### config.mk
export PLATFORM = sky130hd
export DESIGN_NAME = trace_line_sequencer
export DESIGN_NICKNAME = d
export VERILOG_FILES = /design/src/rtl/trace_pkg.sv /design/src/rtl/line_packer.sv /design/src/rtl/trace_line_sequencer.sv
export SDC_FILE = /design/constraint.sdc
export NUM_CORES = 1
export LEC_CHECK = 0
export CAP_MARGIN = 20
export CORE_ASPECT_RATIO = 2
export CORE_MARGIN = 2
export CORE_UTILIZATION = 50
export CTS_BUF_LIST = sky130_fd_sc_hd__clkbuf_8
export CTS_CLUSTER_SIZE = 25
export DETAILED_ROUTE_END_ITERATION = 8
export HOLD_SLACK_MARGIN = 0.12
export PLACE_DENSITY = 0.82
export SLEW_MARGIN = 25
export SYNTH_ARGS = -nofsm -noshare
export SYNTH_HDL_FRONTEND = slang
export SYNTH_SLANG_ARGS = --single-unit
### constraint.sdc
create_clock -name clk -period 18.8 [get_ports clk]
set_input_delay 3.76 -clock clk [delete_from_list [all_inputs] [get_ports clk]]
set_output_delay 3.76 -clock clk [all_outputs]
set_load 0.01 [all_outputs]
### src/rtl/trace_pkg.sv
// Shared constants, FSM state type and line slot helper for trace_line_sequencer.
package trace_pkg;

  localparam int unsigned WORD_W         = 32;
  localparam int unsigned WORDS_PER_LINE = 8;
  localparam int unsigned LINE_W         = WORD_W * WORDS_PER_LINE;

  typedef enum logic [2:0] {
    IDLE,
    READ,
    DRAIN,
    PAD,
    OUT,
    FIN
  } state_e;

  typedef struct packed {
    logic [7:0] msb;
    logic [7:0] lsb;
  } slot_range_t;

  // Bit range of word k inside a line; word 0 occupies the top slot.
  function automatic slot_range_t slot_range(input int unsigned k);
    slot_range_t r;
    r.msb = 8'(LINE_W - 1 - k * WORD_W);
    r.lsb = 8'(LINE_W - (k + 1) * WORD_W);
    return r;
  endfunction

endpackage

### src/rtl/line_packer.sv
// Line-wide shift register: each shift moves the line up one word and inserts at the LSB.
module line_packer
  import trace_pkg::*;
(
  input  logic              clk,
  input  logic              rst,
  input  logic              clear_i,
  input  logic              shift_en_i,
  input  logic [WORD_W-1:0] shift_in_i,
  output logic [LINE_W-1:0] line_o
);

  always_ff @(posedge clk or posedge rst) begin
    if (rst) begin
      line_o <= '0;
    end else if (clear_i) begin
      line_o <= '0;
    end else if (shift_en_i) begin
      line_o <= {line_o[LINE_W-WORD_W-1:0], shift_in_i};
    end
  end

endmodule

### src/rtl/trace_line_sequencer.sv
// Reads trace words from a 1-cycle-latency RAM and emits zero-padded cache lines over valid/ready.
// Optional macro LINE_STATS_EN adds stat_lines / stat_zero_lines counters.
module trace_line_sequencer
  import trace_pkg::*;
#(
  parameter int unsigned ADDR_W = 8
) (
  input  logic              clk,
  input  logic              rst,
  input  logic              start,
  input  logic [ADDR_W:0]   num_words,
  output logic              busy,
  output logic              done,
  output logic              mem_rd_en,
  output logic [ADDR_W-1:0] mem_addr,
  input  logic [WORD_W-1:0] mem_rdata,
  output logic              line_valid,
  input  logic              line_ready,
  output logic [LINE_W-1:0] line_data,
  output logic              line_last,
  output logic [ADDR_W-1:0] line_idx
`ifdef LINE_STATS_EN
  ,
  output logic [15:0]       stat_lines,
  output logic [15:0]       stat_zero_lines
`endif
);

  localparam int unsigned NUM_W = ADDR_W + 1;
  localparam int unsigned CNT_W = $clog2(WORDS_PER_LINE) + 1;
  localparam logic [CNT_W-1:0] FULL_N = CNT_W'(WORDS_PER_LINE);

  state_e            state_q;
  logic [NUM_W-1:0]  rem_q;
  logic [CNT_W-1:0]  n_q;
  logic [CNT_W-1:0]  slot_q;
  logic              rd_vld_q;

  logic              start_ok_c;
  logic              accept_c;
  logic              pk_shift_c;
  logic [WORD_W-1:0] pk_in_c;

  function automatic logic [CNT_W-1:0] line_len(input logic [NUM_W-1:0] cnt);
    if (cnt >= NUM_W'(WORDS_PER_LINE)) return FULL_N;
    return CNT_W'(cnt);
  endfunction

  assign start_ok_c = (state_q == IDLE) && start;
  assign accept_c   = line_valid && line_ready;
  // rd_vld_q marks the cycle in which the RAM presents the word read last cycle.
  assign pk_shift_c = rd_vld_q || (state_q == PAD);
  assign pk_in_c    = rd_vld_q ? mem_rdata : '0;

  line_packer u_packer (
    .clk        (clk),
    .rst        (rst),
    .clear_i    (start_ok_c),
    .shift_en_i (pk_shift_c),
    .shift_in_i (pk_in_c),
    .line_o     (line_data)
  );

  always_ff @(posedge clk or posedge rst) begin
    if (rst) begin
      state_q    <= IDLE;
      rem_q      <= '0;
      n_q        <= '0;
      slot_q     <= '0;
      rd_vld_q   <= 1'b0;
      busy       <= 1'b0;
      done       <= 1'b0;
      mem_rd_en  <= 1'b0;
      mem_addr   <= '0;
      line_valid <= 1'b0;
      line_last  <= 1'b0;
      line_idx   <= '0;
    end else begin
      rd_vld_q <= mem_rd_en;
      done     <= 1'b0;
      case (state_q)
        IDLE: begin
          if (start) begin
            if (num_words != '0) begin
              state_q   <= READ;
              busy      <= 1'b1;
              rem_q     <= num_words;
              n_q       <= line_len(num_words);
              slot_q    <= '0;
              mem_addr  <= '0;
              mem_rd_en <= 1'b1;
              line_idx  <= '0;
            end else begin
              state_q <= FIN;
              done    <= 1'b1;
            end
          end
        end
        READ: begin
          mem_addr <= mem_addr + ADDR_W'(1);
          rem_q    <= rem_q - NUM_W'(1);
          slot_q   <= slot_q + CNT_W'(1);
          if (slot_q == n_q - CNT_W'(1)) begin
            mem_rd_en <= 1'b0;
            state_q   <= DRAIN;
          end
        end
        DRAIN: begin
          if (n_q != FULL_N) begin
            state_q <= PAD;
          end else begin
            state_q    <= OUT;
            line_valid <= 1'b1;
            line_last  <= (rem_q == '0);
          end
        end
        PAD: begin
          slot_q <= slot_q + CNT_W'(1);
          if (slot_q == FULL_N - CNT_W'(1)) begin
            state_q    <= OUT;
            line_valid <= 1'b1;
            line_last  <= (rem_q == '0);
          end
        end
        OUT: begin
          if (line_ready) begin
            line_valid <= 1'b0;
            line_last  <= 1'b0;
            line_idx   <= line_idx + ADDR_W'(1);
            if (rem_q != '0) begin
              state_q   <= READ;
              mem_rd_en <= 1'b1;
              n_q       <= line_len(rem_q);
              slot_q    <= '0;
            end else begin
              state_q <= FIN;
              busy    <= 1'b0;
              done    <= 1'b1;
            end
          end
        end
        FIN: begin
          state_q <= IDLE;
        end
        default: begin
          state_q <= IDLE;
        end
      endcase
    end
  end

`ifdef LINE_STATS_EN
  // Saturating counters of accepted lines and of accepted all-zero lines.
  always_ff @(posedge clk or posedge rst) begin
    if (rst) begin
      stat_lines      <= '0;
      stat_zero_lines <= '0;
    end else if (start_ok_c) begin
      stat_lines      <= '0;
      stat_zero_lines <= '0;
    end else if (accept_c) begin
      if (stat_lines != 16'hFFFF) stat_lines <= stat_lines + 16'd1;
      if ((line_data == '0) && (stat_zero_lines != 16'hFFFF)) begin
        stat_zero_lines <= stat_zero_lines + 16'd1;
      end
    end
  end
`endif

endmodule

==> impl_metrics.json, run 1 <==
{
  "status": "complete, no violations",
  "wl_mm": 34.80,
  "vias": 10760,
  "cts_hold_buf": 0,
  "clock_path_buffers": 3,
  "syn_nets": 1393,
  "cp_num_cells": 5,
  "hold_viol": 0,
  "share_comb_of_total_power_pct": 45.8,
  "path_clk_slew_ns": 0.07,
  "grtUsageTotal_pct": 26.02,
  "critPathCaptureType": "register",
  "power_density_nw_per_um2": 176.8,
  "ys_ff_latch": 298,
  "dp_hpwl_mm": 23.23,
  "post-route-util_pct": 67.82,
  "grt_overflow": 0,
  "wire_per_inst_um": 17.57,
  "htreeDepth": 2,
  "core_area_sq_um": 24420,
  "r2r_cells": 5,
  "yosys-top-cells-count": "474 x nand2_1, 298 x dfrtp_1, 237 x a21oi_1, 62 x nor2_1, 59 x clkbuf_1",
  "syn_area_per_cell_sq_um": 9.217,
  "rsz0062_at_grt": "false",
  "cts_root_buffer": "clkbuf_8",
  "fmax_mhz": 177.9,
  "cts_sinks": 298,
  "grt_max_degree": 249,
  "yosysMostFrequentCell": "nand2_1",
  "skew_ns": 0.01647,
  "insertion_delay_ns": 0.55,
  "critPathLaunchType": "input pin",
  "cts_setup_buffers": 0,
  "p_leak_nw": 7.070,
  "pwr-share-seq_pct": 38.0,
  "synth_area_leaders": "dfrtp_1 60%, nand2_1 14%, a21oi_1 9.6%, a22oi_1 1.9%, nor2_1 1.9%",
  "synth_largest_area_cell": "dfrtp_1",
  "finalPower_mw": 2.928,
  "crit_chain": "clkdlybuf4s50_1, nor3b_4, buf_12, buf_16, a21oi_1",
  "cp_slowest_cell": "clkdlybuf4s50_1",
  "ir_worst_vdd_mv": 0.2459,
  "p_int_mw": 1.729,
  "clkPwrFrac_pct": 16.2,
  "synth_edf_count": 0,
  "rows": 81,
  "drv_slew": 0,
  "gp_congestion": 0.9475,
  "grt_pass1_wl_mm": 53.72,
  "drive_above_1_share_pct": 4.982,
  "period_minus_slack_ns": 5.622,
  "synth-seq-area-share_pct": 60.29,
  "min_path_type": "register to register",
  "syn-cell-area_sq_um": 12370,
  "start_util_pct": 50.64,
  "arrival_ns": 6.01,
  "switchingPower_mw": 1.199,
  "instances_no_fill": 1981,
  "fp.dieH_um": 226.4,
  "placed_cells": 1906,
  "first_global_vias": 10080,
  "slowest_delay_ns": 0.54,
  "drc_errors": 0,
  "worst_hold_slack_ns": 0.5044,
  "crit_buf_inv": 3,
  "max-slew-margin-rel_pct": 28.74,
  "syn_to_final_growth_pct": 33.93,
  "netlist-cell-type-count": 57,
  "required_ns": 19.18,
  "drv_cap": 0,
  "ys_warn_count": 0,
  "p_sw_share_pct": 40.96,
  "cts_resized": 0,
  "cts_tree": "done",
  "antenna_found_initial": 2,
  "synthFlopType": "dfrtp_1",
  "nets": 1670,
  "cts_made_buffers": 41,
  "die_width_um": 115.2,
  "die_area_sq_um": 26090,
  "viasPerCell": 5.434,
  "drtIter0Drc": 1190,
  "drtPass1Iterations": 6,
  "synth_top_area_share_pct": 60.29,
  "setup_viol_count_final": 0,
  "worst-path-max-fanout": 164,
  "max_slew.worst_pin.slew_ns": 1.069,
  "critical_path_class": "input pin to register",
  "hold_path_depth": 0,
  "numPortBuffers": 321,
  "async_reset_ff_share_pct": 100.0,
  "final.setup.tns_ns": 0,
  "crit_family": "buffers and inverters",
  "syn_inst": 1342,
  "ios": 322,
  "ant_nets": 0,
  "post-route-period-util_pct": 29.91
}
==> registers in the layout (all words and copies together) (netlist names) <==
| register | flops |
|---|---|
| rd_vld_q | 1 |
| line_valid | 1 |
| line_last | 1 |
| state_q | 3 |
| done | 1 |
| slot_q | 4 |
| mem_addr | 8 |
| n_q | 4 |
| mem_rd_en | 1 |
| line_idx | 8 |
| busy | 1 |
| rem_q | 9 |
| u_packer.line_o | 256 |
==> layout make-up <==
cell class              instances  area, sq um
well taps                     332        415.4
clock inverters                20        86.33
clock buffers                  50        688.2
multi-input cells             943         4522
inverters                       6        35.03
flip-flops and latches        298         7457
fillers                      1894         7859
repair buffers                329         3354
diodes                          3        7.507
==> worst paths after layout <==
check                           startpoint              endpoint  slack, ns
min in group asynchronous              rst    u_packer.line_o[2]       3.72
worst min register to register   mem_rd_en              rd_vld_q       0.50
worst min-delay path             mem_rd_en              rd_vld_q       0.50
worst max-delay path                 start  u_packer.line_o[123]      13.18
worst max register to register  state_q[2]  u_packer.line_o[123]      15.94
max in group asynchronous              rst   u_packer.line_o[53]      13.77
==> power groups by stage <==
stage                     Sequential (mW)  Clock (mW)  Combinational, mW
after floorplan                      1.18           0              0.583
after CTS                            1.10       0.483               1.32
after global placement               1.10           0               1.28
after detailed placement             1.11           0               1.31
final                                1.11       0.475               1.34
after global routing                 1.14       0.510               1.46
==> routing by layer <==
| layer | vias up | wire, um | GRT usage [%] |
|---|---|---|---|
| met4 | 2 | 1996 | 14.57 |
| met2 | 417 | 17670 | 43.24 |
| met3 | 107 | 1948 | 4.090 |
| li1 | 5041 | - | - |
| met1 | 5197 | 13180 | 32.10 |
| met5 | - | 5 | 0 |
==> metrics by stage <==
stage          worst slack (ns)  area [sq um]
2_1_floorplan             6.807         12370
3_3_place_gp              12.30         15720
3_5_place_dp              12.26         15720
4_1_cts                   12.84         16500
5_1_grt                   13.05         16560
6_report                  13.18         16570
==> cells by family (layout without fill, tap and decap cells) <==
group	Yosys count	count (layout)	synth area share (%)
AO/OA/AOI/OAI	323	323	14.72
XOR/XNOR	16	16	1.133
adder cells (fa/ha/maj)	6	6	0.6069
buffers and inverters	101	405	3.358
flip-flops	298	298	60.29
multiplexers	6	6	0.5766
other	0	3	0
AND/OR/NAND/NOR	592	592	19.32
==> cells in the final DEF, fill, tap and decap left out, types with 4 or more instances in the layout <==
cell	instances
nand2_1	474
clkdlybuf4s50_1	321
dfrtp_1	298
a21oi_1	236
nor2_1	62
clkbuf_8	50
a22oi_1	32
o21ai_0	22
inv_1	18
xor2_1	14
nor3_1	9
nand3_1	7
ha_1	6
clkinv_2	6
and2_1	5
or3_1	5
nor2b_1	4
nand4_1	4
and3_1	4
No activity file was read; power rests on OpenSTA's default activity.
==> run 2, diff against run 1 <==
- CORE_UTILIZATION: 50 -> 46
- PLACE_DENSITY: 0.82 -> 0.79
- clock period: 18.8 -> 5.1 ns (I/O delays scaled with it)
==> run 2 against run 1 <==
Compared with the run above:
- routed wire length is 1.3% higher
- sequential power grew to 3.7 times the previous value
- first-iteration DRC count is 19% lower
- design area is 0.43% higher
- clock power grew to 3.7 times the previous value
- non-clock buffer count is 6 higher
- largest power group unchanged
==> impl_metrics.json, run 2 (synthesis gave the netlist of run 1 again) <==
{
  "grt_max_degree": 247,
  "hold_viol": 0,
  "cts_resized": 0,
  "core_area_sq_um": 26380,
  "ir_worst_vdd_mv": 0.6933,
  "drtIter0Drc": 967,
  "setup_viol_count_final": 0,
  "post-route-period-util_pct": 54.32,
  "cts_hold_buf": 0,
  "insertion_delay_ns": 0.54,
  "grt_overflow": 0,
  "ant_nets": 0,
  "fp.dieH_um": 235.9,
  "start_util_pct": 46.89,
  "share_comb_of_total_power_pct": 45.6,
  "drtPass1Iterations": 7,
  "die_area_sq_um": 28300,
  "regMostFlops": "u_packer.line_o",
  "endpoint": "n_q[2]",
  "min_path_type": "register to register",
  "fmax_mhz": 361.0,
  "drv_slew": 0,
  "required_ns": 5.52,
  "status": "complete, no violations",
  "power_density_nw_per_um2": 648.5,
  "instances_no_fill": 1996,
  "mostFrequentLayoutCell": "nand2_1",
  "num-fill-cells": 2139,
  "r2r_start": "rd_vld_q",
  "final.setup.tns_ns": 0,
  "r2r_cells": 5,
  "top_regs": "u_packer.line_o x256, rem_q x9",
  "viasPerCell": 5.387,
  "drc_errors": 0,
  "vias": 10750,
  "p_leak_nw": 7.094,
  "drv_cap": 0,
  "skew_ns": 0.02196,
  "ios": 322,
  "p_int_mw": 6.400,
  "cp-startpoint": "num_words[5]",
  "die_width_um": 120.0,
  "path_clk_slew_ns": 0.07,
  "placed_cells": 1926,
  "critical_path_class": "input pin to register",
  "cts_sinks": 298,
  "first_global_vias": 10200,
  "clkPwrFrac_pct": 16.3,
  "syn_to_final_growth_pct": 34.50,
  "numPortBuffers": 321,
  "antenna_found_initial": 2,
  "critPathCaptureType": "register",
  "rr_endpoint": "u_packer.line_o[165]",
  "cts_setup_buffers": 0,
  "dp_hpwl_mm": 24.19,
  "hp-start": "mem_rd_en",
  "pwr-share-seq_pct": 38.1,
  "max_slew.worst_pin.slew_ns": 1.065,
  "period_minus_slack_ns": 2.770,
  "nets": 1676,
  "arrival_ns": 3.19,
  "fin_area_sq_um": 16640,
  "clock_path_buffers": 3,
  "dpl_cell_area_sq_um": 15850,
  "grtUsageTotal_pct": 24.29,
  "grt_pass1_wl_mm": 55.08,
  "wire_per_inst_um": 17.67,
  "gp_congestion": 0.8998,
  "worst_hold_slack_ns": 0.4507,
  "worst-path-max-fanout": 5,
  "critPathLaunchType": "input pin",
  "htreeDepth": 2,
  "cts_tree": "done",
  "cts_root_buffer": "clkbuf_8",
  "rsz0062_at_grt": "false",
  "rrSetupSlack_ns": 2.34,
  "largest_register_ffs": 256,
  "wl_mm": 35.26,
  "p_sw_share_pct": 40.68,
  "max-slew-margin-rel_pct": 29.00,
  "drive_above_1_share_pct": 5.152,
  "switchingPower_mw": 4.389,
  "cts_made_buffers": 41,
  "rows": 84,
  "mostFrequentLayoutCells": "474 x nand2_1, 321 x clkdlybuf4s50_1, 298 x dfrtp_1"
}
==> run 2: cell types whose count changed in the layout (fill, tap and decap cells not counted), moves of 2 or more <==
cell        previous run  this run
clkinvlp_4             1         3
buf_4                  2         7
buf_12                 3         6
clkinv_2               6         0
clkbuf_8              50        52
==> run 2: metal layers <==
layer / wire length (um) / part of all wire, % / track usage (%) / up-vias
li1: - / - / - / 5015
met1: 13220 / 37 / 29.11 / 5219
met2: 18060 / 51 / 41.20 / 419
met4: 1896 / 5.4 / 13.01 / 0
met5: 0 / 0 / 0 / -
met3: 2082 / 5.9 / 4.255 / 100
==> run 2: power by group through the flow <==
stage                     Combinational [mW]  Clock (mW)  Sequential [mW]
final                                   4.92        1.76             4.11
after floorplan                         2.15           0             4.35
after global routing                    5.33        1.91             4.23
after detailed placement                4.93           0             4.14
after global placement                  4.73           0             4.07
after CTS                               4.94        1.81             4.10
==> run 2: critical path, stage by stage <==
cell	delay [ns]
clkdlybuf4s50_1	0.42
or4_4	0.57
or3_4	0.42
o32a_4	0.36
nand2_8	0.09
mux2_4	0.30
==> run 2: layout make-up <==
cell class	count	area (sq um)	share of cell area, %
multi-input cells	943	4522	27.18
repair buffers	335	3413	20.52
inverters	6	26.28	0.1579
well taps	344	430.4	2.587
clock inverters	16	67.56	0.4061
diodes	2	5.005	0.03008
clock buffers	52	715.7	4.302
flip-flops and latches	298	7457	44.82
==> run 2: how the worst min path moves through the flow <==
stage	cells past startpoint	end
6_report	0	rd_vld_q
5_1_grt	0	rd_vld_q
4_1_cts	0	rd_vld_q
3_5_place_dp	0	rd_vld_q
3_3_place_gp	0	rd_vld_q
2_1_floorplan	0	rd_vld_q
==> run 2: per-stage QoR <==
step                utilization, %  total power [mW]  setup slack, ns
floorplan                        -             6.496           0.1209
global placement             59.97             8.805            1.824
detailed placement           60.08             9.065            1.796
CTS                          63.05             10.85            2.368
global route                 63.07             11.47            2.251
finish                       63.07             10.79            2.330
==> patch (config.mk and constraints of run 2) <==
Encoding of `state_e`: now one-hot (6 bits for 6 states).
--- a/src/rtl/trace_pkg.sv
+++ b/src/rtl/trace_pkg.sv
@@ -5,13 +5,13 @@
   localparam int unsigned WORDS_PER_LINE = 8;
   localparam int unsigned LINE_W         = WORD_W * WORDS_PER_LINE;
 
-  typedef enum logic [2:0] {
-    IDLE,
-    READ,
-    DRAIN,
-    PAD,
-    OUT,
-    FIN
+  typedef enum logic [5:0] {
+    IDLE  = 6'b000001,
+    READ  = 6'b000010,
+    DRAIN = 6'b000100,
+    PAD   = 6'b001000,
+    OUT   = 6'b010000,
+    FIN   = 6'b100000
   } state_e;
 
   typedef struct packed {
Function: same outputs for any inputs over 4 cycles, from zero or initial values and one cycle with rst high; so few cycles prove little.
==> patch against run 2 <==
  * Clock power increased by 9%
  * Routed wire length increased by 0.52%
  * Sequential cell count increased by 3
  * Critical path type is now reg2reg
  * Synthesized area increased by 2.5%
  * Design area increased by 1.9%
  * Setup slack about the same
  * Via count increased by 0.53%
  * Power decreased by 10%
==> patch: results (changes against run 2) <==
maximum VDD drop = 0.290 mV (-58%)
delay-heaviest family, CP = simple AND/OR/NAND/NOR gates
First DRT Iteration DRCs = 938 (-3.0%)
via-per-instance ratio = 5.29 (-1.9%)
largest net degree at the start of global routing = 136 (-45%)
Reg2Reg Setup Slack = 2330 ps
Crit-path slowest cell = nand2b_4
slowest cell delay on critical path = 650 ps (+80 ps)
Post-synth top cells = nand2_1, dfrtp_1, a21oi_1
largest registers = u_packer.line_o (256), rem_q (9)
global-route wire length before repair = 56800 um (+3.1%)
CTS buffer count = 42 (+2.4%)
ANT cells = 0 (-2)
pre-CTS WS = 1880 ps (+88.0 ps)
# port buffers = 321 (unchanged)
Hold Path End = rd_vld_q$_DFF_PP0_
clk root buf = clkbuf_8
vias in the first global route = 10400 (+2.4%)
hpwl dp = 23900 um (-1.3%)
post-CTS setup buffer count = 0 (unchanged)
Gates resized, CTS repair = 0 (unchanged)
final clock skew = 28.9 ps (+6.90 ps)
Max H-tree Level = 2 (unchanged)
routed length per instance = 17.3 um (-1.9%)
number of library cell types mapped by synthesis = 61 (+7.0%)
status = finished clean
worst skew pair latency = 550 ps
startpoint of the worst hold path = mem_rd_en$_DFFE_PP0P_
layout cell share with drive strength beyond 1 = 5.91% (+0.76 points)
R2R Path End = u_packer.line_o[182]$_DFFE_PP0P_
CTS max path bufs = 3 (unchanged)
Reg-to-Reg Start = state_q[5]$_DFFE_PP0P_
Leak = 7.28 nW (+2.7%)
reg2reg path depth = 7 (+2)
Total GRT Usage = 24.4% (+0.14 points)
ys async rst share = 100% (unchanged)
critical path data arrival time = 3210 ps (+20 ps)
worst-margin pin slew = 938 ps (-127 ps)
worst-path maximum fanout = 95 (+90)
initial antenna violation count = 0 (-2)
clk slew on worst S/H paths = 70 ps (about the same)
sequential share of the synthesized area = 59.4% (-0.89 points)
Synth warnings = 0 (unchanged)
Fin Setup TNS = 0 ps (unchanged)
worst hold path type = reg2reg
fin cells = 2045 (+2.5%)
RD Place Congestion = 0.844 (-6.2%)
top cells by area, synth = dfrtp_1, nand2_1, a21oi_1
hold path depth = 0 (unchanged)
drt pass-1 iters = 5 (-2)
Gate Count Post-Synth = 1379 (+2.8%)
NumNets Final = 1716 (+2.4%)
patch: cell count changes in the layout (fill, tap and decap cells not counted), sizes merged, moves of 4 or more:
cell / change
nor4: +5
nor3b: +4
a21oi: +29
a22oi: -30
nand3b: +34
nand2: +28
clkinv: +6
xor2: -11
xnor2: +8
nor2: -36
patch: per-layer routing:
layer  part of all wire, %  up-vias  GRT usage, %
met4                   1.6        0          6.23
met1                    42     5222          33.0
met5                     0        -             0
li1                      -     5147             -
met3                   8.9       34          6.94
met2                    48      407          39.0
patch: cell families after synthesis:
group | count (synthesis) | synth area share [%]
AO/OA/AOI/OAI | 315 | 13.3
XOR/XNOR | 13 | 0.898
adder cells (fa/ha/maj) | 7 | 0.691
buffers and inverters | 109 | 3.92
flip-flops | 301 | 59.4
multiplexers | 8 | 0.651
AND/OR/NAND/NOR | 626 | 21.2
patch: area by class of cell:
cell class / count / area [um^2]
fillers: 2386 / 10400
flip-flops and latches: 301 / 7530
multi-input cells: 969 / 4670
repair buffers: 336 / 3390
clock buffers: 55 / 757
well taps: 352 / 440
clock inverters: 18 / 109
inverters: 14 / 56.3
patch: worst max-delay path by stage:
stage,startpoint,slack (ps),to,cells past startpoint
final,state_q[5]$_DFFE_PP0P_,2330,u_packer.line_o[182]$_DFFE_PP0P_,7
after global routing,state_q[5]$_DFFE_PP0P_,2160,u_packer.line_o[119]$_DFFE_PP0P_,7
after CTS,state_q[5]$_DFFE_PP0P_,2300,u_packer.line_o[182]$_DFFE_PP0P_,7
after detailed placement,num_words[5],1880,rem_q[6]$_DFFE_PP0P_,6
after global placement,num_words[5],1940,rem_q[6]$_DFFE_PP0P_,6
after floorplan,rst,80,busy$_DFFE_PP0P_,1
patch: stage by stage:
stage	util [%]	area, um^2	hold WS [ps]	total power (W)
finish	62.0	17000	457	0.00968
global placement	58.9	16100	429	0.00774
detailed placement	58.9	16100	431	0.00781
floorplan	-	12700	435	0.00551
CTS	62.0	17000	459	0.00978
global route	62.0	17000	465	0.0103
patch: power by group:
group	internal (W)	switching [W]
clock network	0.00102	0.000894
logic	0.00192	0.00178
registers	0.00325	0.000810
total	0.00619	0.00348
